### src/rtl/acceptance_filter_ctrl.sv
// Acceptance filter configuration controller: AFR/AFMR/AFIR register bank and filter enable sequencing.
// Latency: every register request is acknowledged one cycle after its strobe; enable changes take at least 3 cycles.
// Backpressure: none on the host port; enable changes wait for two quiet filter cycles or SYNC_TIMEOUT cycles.
//
// Ports:
//   i_sys_clk, i_reset          clock, async active-high reset
//   i_reg_wr/rd/addr/wdata      host request (one request per o_reg_ack)
//   o_reg_rdata/ack/err         host response, valid with o_reg_ack
//   i_filter_busy               filter datapath not idle
//   o_afmr1..4, o_afir1..4      active mask / ID registers
//   o_uaf1..4                   active filter enables
//   o_acfbsy                    enable change in progress
module acceptance_filter_ctrl #(
  parameter int unsigned SYNC_TIMEOUT = 255
) (
  input  logic        i_sys_clk,
  input  logic        i_reset,
  input  logic        i_reg_wr,
  input  logic        i_reg_rd,
  input  logic [3:0]  i_reg_addr,
  input  logic [31:0] i_reg_wdata,
  output logic [31:0] o_reg_rdata,
  output logic        o_reg_ack,
  output logic        o_reg_err,
  input  logic        i_filter_busy,
  output logic [31:0] o_afmr1,
  output logic [31:0] o_afmr2,
  output logic [31:0] o_afmr3,
  output logic [31:0] o_afmr4,
  output logic [31:0] o_afir1,
  output logic [31:0] o_afir2,
  output logic [31:0] o_afir3,
  output logic [31:0] o_afir4,
  output logic        o_uaf1,
  output logic        o_uaf2,
  output logic        o_uaf3,
  output logic        o_uaf4,
  output logic        o_acfbsy
);

  typedef enum logic [1:0] {
    ST_IDLE      = 2'd0,
    ST_SYNC_WAIT = 2'd1,
    ST_APPLY     = 2'd2
  } state_t;

  localparam logic [15:0] TIMER_LAST = 16'(SYNC_TIMEOUT - 1);

  state_t      state_q, state_d;
  logic [31:0] afmr_q [4];
  logic [31:0] afmr_d [4];
  logic [31:0] afir_q [4];
  logic [31:0] afir_d [4];
  logic [3:0]  uaf_shadow_q, uaf_shadow_d;
  logic [3:0]  uaf_active_q, uaf_active_d;
  logic        tmo_q, tmo_d;
  logic        acfbsy_q, acfbsy_d;
  logic        idle_cnt_q, idle_cnt_d;
  logic [15:0] timer_q, timer_d;
  logic        ack_q, ack_d;
  logic        err_q, err_d;
  logic [31:0] rdata_q, rdata_d;
  logic [1:0]  sel;

  // Addresses 1..4 and 5..8 both map to index (addr-1) mod 4.
  assign sel = i_reg_addr[1:0] - 2'd1;

  always_comb begin
    state_d      = state_q;
    afmr_d       = afmr_q;
    afir_d       = afir_q;
    uaf_shadow_d = uaf_shadow_q;
    uaf_active_d = uaf_active_q;
    tmo_d        = tmo_q;
    acfbsy_d     = acfbsy_q;
    idle_cnt_d   = idle_cnt_q;
    timer_d      = timer_q;
    ack_d        = i_reg_wr | i_reg_rd;
    err_d        = 1'b0;
    rdata_d      = '0;

    // Host request: decoded against pre-edge state.
    if (i_reg_wr || i_reg_rd) begin
      if (i_reg_wr && i_reg_rd) begin
        err_d = 1'b1;
      end else if (i_reg_addr > 4'd9) begin
        err_d = 1'b1;
      end else if (i_reg_wr) begin
        if (i_reg_addr == 4'd0) begin
          if (state_q != ST_IDLE) begin
            err_d = 1'b1;
          end else begin
            uaf_shadow_d = i_reg_wdata[3:0];
            if (i_reg_wdata[3:0] != uaf_active_q) begin
              acfbsy_d   = 1'b1;
              state_d    = ST_SYNC_WAIT;
              idle_cnt_d = 1'b0;
              timer_d    = '0;
            end
          end
        end else if (i_reg_addr <= 4'd8) begin
          // Mask/ID pair is locked while its filter is requested or running.
          if (uaf_shadow_q[sel] || uaf_active_q[sel]) begin
            err_d = 1'b1;
          end else if (i_reg_addr <= 4'd4) begin
            afmr_d[sel] = i_reg_wdata;
          end else begin
            afir_d[sel] = i_reg_wdata;
          end
        end else if (i_reg_wdata[1]) begin
          tmo_d = 1'b0;
        end
      end else begin
        if (i_reg_addr == 4'd0) begin
          rdata_d = {28'd0, uaf_shadow_q};
        end else if (i_reg_addr <= 4'd4) begin
          rdata_d = afmr_q[sel];
        end else if (i_reg_addr <= 4'd8) begin
          rdata_d = afir_q[sel];
        end else begin
          rdata_d = {30'd0, tmo_q, acfbsy_q};
        end
      end
    end

    // Enable sequencing. Evaluated after the request so a timeout set beats a clear.
    case (state_q)
      ST_SYNC_WAIT: begin
        timer_d = timer_q + 16'd1;
        if (i_filter_busy) begin
          idle_cnt_d = 1'b0;
        end else if (!idle_cnt_q) begin
          idle_cnt_d = 1'b1;
        end
        if (!i_filter_busy && idle_cnt_q) begin
          state_d = ST_APPLY;
        end else if (timer_q == TIMER_LAST) begin
          state_d = ST_APPLY;
          tmo_d   = 1'b1;
        end
      end
      ST_APPLY: begin
        uaf_active_d = uaf_shadow_q;
        acfbsy_d     = 1'b0;
        state_d      = ST_IDLE;
      end
      default: ;
    endcase
  end

  always_ff @(posedge i_sys_clk or posedge i_reset) begin
    if (i_reset) begin
      state_q      <= ST_IDLE;
      for (int i = 0; i < 4; i++) begin
        afmr_q[i] <= '0;
        afir_q[i] <= '0;
      end
      uaf_shadow_q <= '0;
      uaf_active_q <= '0;
      tmo_q        <= 1'b0;
      acfbsy_q     <= 1'b0;
      idle_cnt_q   <= 1'b0;
      timer_q      <= '0;
      ack_q        <= 1'b0;
      err_q        <= 1'b0;
      rdata_q      <= '0;
    end else begin
      state_q      <= state_d;
      afmr_q       <= afmr_d;
      afir_q       <= afir_d;
      uaf_shadow_q <= uaf_shadow_d;
      uaf_active_q <= uaf_active_d;
      tmo_q        <= tmo_d;
      acfbsy_q     <= acfbsy_d;
      idle_cnt_q   <= idle_cnt_d;
      timer_q      <= timer_d;
      ack_q        <= ack_d;
      err_q        <= err_d;
      rdata_q      <= rdata_d;
    end
  end

  assign o_reg_rdata = rdata_q;
  assign o_reg_ack   = ack_q;
  assign o_reg_err   = err_q;
  assign o_afmr1     = afmr_q[0];
  assign o_afmr2     = afmr_q[1];
  assign o_afmr3     = afmr_q[2];
  assign o_afmr4     = afmr_q[3];
  assign o_afir1     = afir_q[0];
  assign o_afir2     = afir_q[1];
  assign o_afir3     = afir_q[2];
  assign o_afir4     = afir_q[3];
  assign o_uaf1      = uaf_active_q[0];
  assign o_uaf2      = uaf_active_q[1];
  assign o_uaf3      = uaf_active_q[2];
  assign o_uaf4      = uaf_active_q[3];
  assign o_acfbsy    = acfbsy_q;

endmodule

### config.mk
export PLATFORM = sky130hd
export DESIGN_NAME = acceptance_filter_ctrl
export DESIGN_NICKNAME = d
export VERILOG_FILES = /design/src/rtl/acceptance_filter_ctrl.sv
export SDC_FILE = /design/constraint.sdc
export NUM_CORES = 1
export LEC_CHECK = 0
export ABC_AREA = 1
export BUFFER_PORTS_ARGS = -buffer_cell sky130_fd_sc_hd__buf_2
export CAP_MARGIN = 40
export CORE_ASPECT_RATIO = 0.75
export CORE_MARGIN = 2
export CORE_UTILIZATION = 45
export CTS_CLUSTER_DIAMETER = 200
export DETAILED_ROUTE_END_ITERATION = 8
export HOLD_SLACK_MARGIN = 0.02
export PLACE_DENSITY = 0.73
export SYNTH_ARGS = -nofsm -noshare
export SYNTH_HDL_FRONTEND = slang
export SYNTH_SLANG_ARGS = --single-unit
### constraint.sdc
create_clock -name i_sys_clk -period 11.7 [get_ports i_sys_clk]
set_input_delay 1.755 -clock i_sys_clk [delete_from_list [all_inputs] [get_ports i_sys_clk]]
set_output_delay 1.755 -clock i_sys_clk [all_outputs]
set_load 0.05 [all_outputs]
==> impl_metrics.toml <==
[drt]
vias_per_cell = 5.91
wl_per_cell_um = 22.7
drt-pass1-iter-count = 6
drc = 0
wirelength_um = 62200
num_vias = 16200
dr.first_iter.drc_count = 2513
detail-route-antenna-nets = 0

[floorplan]
rows = 59
pin_count = 336
dieArea_um2 = 36700
core_area_um2 = 34700
start_util_pct = 45.7
fp.dieW_um = 221
dieHeight_um = 166

[worst_hold_path]
worstHoldPathType = "flip-flop to flip-flop"
hold_path_depth = 2

[critical_path]
crit_top_cell = "buf_4"
start_kind = "input pin"
crit_buf_inv = 7
cp.arrival_ns = 6.36
reg2reg_from = "uaf_active_q[1]$_DFFE_PP0P_"
worstPathMaxFanout = 48
crit_path_end_kind = "flip-flop"
critPathKind = "input pin to flip-flop"
ff2ff_setup_slack_ns = 8.63
worstPathCellList = "buf_4 > inv_4 > ha_2 > buf_4 > inv_2 > nand3_1 > nand2_1 > nor2_4 > buf_12 > buf_4 > nand3_1 > buf_4 > nand2_1 > nand2_1"
cp-endpoint = "o_afir1[11]$_DFFE_PP0P_"
crit_start = "i_reg_addr[0]"
cp.required_ns = 12.10
critPathSlowestCell = "ha_2"
r2r_cells = 11
slowest_delay_ns = 0.88
crit_family = "buffers and inverters"
r2r_end = "o_afir1[11]$_DFFE_PP0P_"
cp_num_cells = 14

[synthesis]
synth-edff-count = 0
yosys_warnings = 0
synth_top_cell_area_share_pct = 50.4
netlist_area_um2 = 15800
async_flop_share_pct = 100
synth_area_per_cell_um2 = 7.71
yosysSeqAreaShare_pct = 50.4
synth_xor_area_share_pct = 0.442
syn_inst = 2054
yosys.area_share.simple_pct = 39.2
synth_compound_area_share_pct = 2.41
synth_top_family_by_area = "simple AND/OR/NAND/NOR gates"
ys_dominant_reg_cell = "dfrtp_1"
synth_area_leaders = "dfrtp_1 50%, nand2_1 20%, nand4_1 10%"
yosysTopAreaCell = "dfrtp_1"
ys_ff_latch = 319
yosysUniqueCellTypes = 22
synthMuxAreaShare_pct = 0
synthesis.nets = 2104
synth-adder-area-share_pct = 0.711

[grt]
met3_usage_pct = 12.9
grt_pass1_wl_um = 93900
first_global_vias = 14900
globalRouteOverflowTotal = 0
grt_max_degree = 108
track_usage_pct = 33.5
use_met1_pct = 50.2
top_usage_layer = "met1"
use_met2_pct = 44.3
antenna_found_initial = 3

[place]
port_buffers = 335
dpl.cell_count = 2683
gp_congestion = 0.929
dpl.hpwl_um = 41800
pre_cts_ws_ns = 5.34

[flow_run]
drv_cap = 0

[clock_network]
clockBufferDepth = 3
clock_sinks = 319
cts_setup_buffers = 0
ctsResizeCount = 0
clk_latency_ns = 0.53
cts_max_level = 2
cts_buffers = 35
clk_pin_slew_ns = 0.06
clockRootBuffer = "clkbuf_16"
cts_tree = "yes"
cts.hold.buffers_added = 0

[final_layout]
nets = 2313
stdcell_count = 2742
syn_to_final_growth_pct = 18.6
num-fill-cells = 3277
drive_gt1_share_pct = 18.9

[timing]
max_freq_mhz = 168
final-setup-viol-count = 0
period_minus_slack_ns = 5.96
slew_headroom_pct = 36.5
tns_ns = 0
fin_crit_sh_pct = 50.9
tightestPinTransition_ns = 0.952
setup_ws_ns = 5.74
timing.hold.ws_ns = 0.491
rsz0062_at_grt = "false"
slew_violations = 0
hold_viol_final = 0
fin_skew_ns = 0.0161

[power_and_ir_drop]
power_density_nw_per_um2 = 206
peakVddDrop_mv = 0.139
leakage_uw = 0.0104

[outcome]
status = "complete, no violations"
## cells in the mapped netlist (all sizes together) (2+ instances only)
cell type,number
xor2,8
a21oi,39
nor3b,28
inv,59
dfrtp,319
nand3,193
nor3,2
nor2,41
nand2,854
clkbuf,110
o21ai,36
nand4,264
buf,89
ha,9
## layout by cell type, fill, tap and decap left out, types with 4 or more instances in the layout
cell type / count
nand2_1: 854
buf_2: 334
dfrtp_1: 319
nand4_1: 264
nand3_1: 193
inv_1: 54
a21oi_1: 39
nor2_1: 39
clkbuf_16: 37
nor3b_1: 28
buf_4: 27
o21ai_0: 25
o21ai_1: 10
clkbuf_1: 10
xor2_1: 8
buf_16: 7
ha_1: 5
clkbuf_8: 5
clkinv_2: 5
ha_2: 4
## metal layers
metal / part of all wire [%] / wire length [um]
met5: 0.013 / 8
met4: 3.2 / 2000
met3: 15 / 9210
met2: 40 / 25100
met1: 42 / 25900
## per-stage QoR
stage	power, uW	area [um^2]	utilization (%)
2_1_floorplan	2400	15800	-
3_3_place_gp	2770	17500	50.4
3_5_place_dp	2800	17700	51.1
4_1_cts	3860	18800	54.1
5_1_grt	4030	18800	54.1
6_report	3860	18800	54.1
## state kept, by name, indices dropped and copies added, names as in the netlist, 2 cells and up
name	cells
o_afir1	32
o_afir2	32
o_afir3	32
o_afir4	32
o_afmr1	32
o_afmr2	32
o_afmr3	32
o_afmr4	32
o_reg_rdata	32
state_q	2
timer_q	16
uaf_active_q	4
uaf_shadow_q	4
## cell families (layout without fill, tap and decap cells)
group	after synthesis	in the layout
buffers and inverters	259	489
AO/OA/AOI/OAI	76	76
adder cells (fa/ha/maj)	9	9
other	0	1
flip-flops	319	319
AND/OR/NAND/NOR	1383	1383
XOR/XNOR	8	8
## final cells by class
class                           count  area (um^2)  area share [%]
Antenna cell                        1         2.50          0.0133
Timing Repair Buffer              371         2120            11.3
Tap cell                          457          572            3.04
Multi-Input combinational cell   1476         6800            36.2
Sequential cell                   319         7980            42.5
Clock buffer                       52         1030            5.49
Inverter                           60          238            1.27
Clock inverter                      6         32.5           0.173
## power by group
group          switching, uW  internal (uW)
clock network            450            608
logic                   1050            281
registers                188           1290
total                   1680           2180
## how the worst min path moves through the flow
stage	startpoint	slack (ns)	end
after global placement	o_afir1[20]$_DFFE_PP0P_	0.47	o_afir1[20]$_DFFE_PP0P_
after detailed placement	o_afmr2[20]$_DFFE_PP0P_	0.48	o_afmr2[20]$_DFFE_PP0P_
after global routing	o_afmr1[26]$_DFFE_PP0P_	0.51	o_afmr1[26]$_DFFE_PP0P_
final	o_afmr1[26]$_DFFE_PP0P_	0.49	o_afmr1[26]$_DFFE_PP0P_
after floorplan	uaf_shadow_q[0]$_DFFE_PP0P_	0.45	uaf_active_q[0]$_DFFE_PP0P_
after CTS	o_afmr2[20]$_DFFE_PP0P_	0.49	o_afmr2[20]$_DFFE_PP0P_
## worst reg2reg max path, stage by stage, from the launching register on
cell and delay [ns]:
dfrtp_1 0.45, nor2_1 0.19, nand2_1 0.07, nand3_1 0.12
nand2_1 0.11, nor2_4 0.12, buf_12 0.22, buf_4 0.41
nand3_1 0.65, buf_4 0.47, nand2_1 0.10, nand2_1 0.05
(Power assumes the default switching activity.)
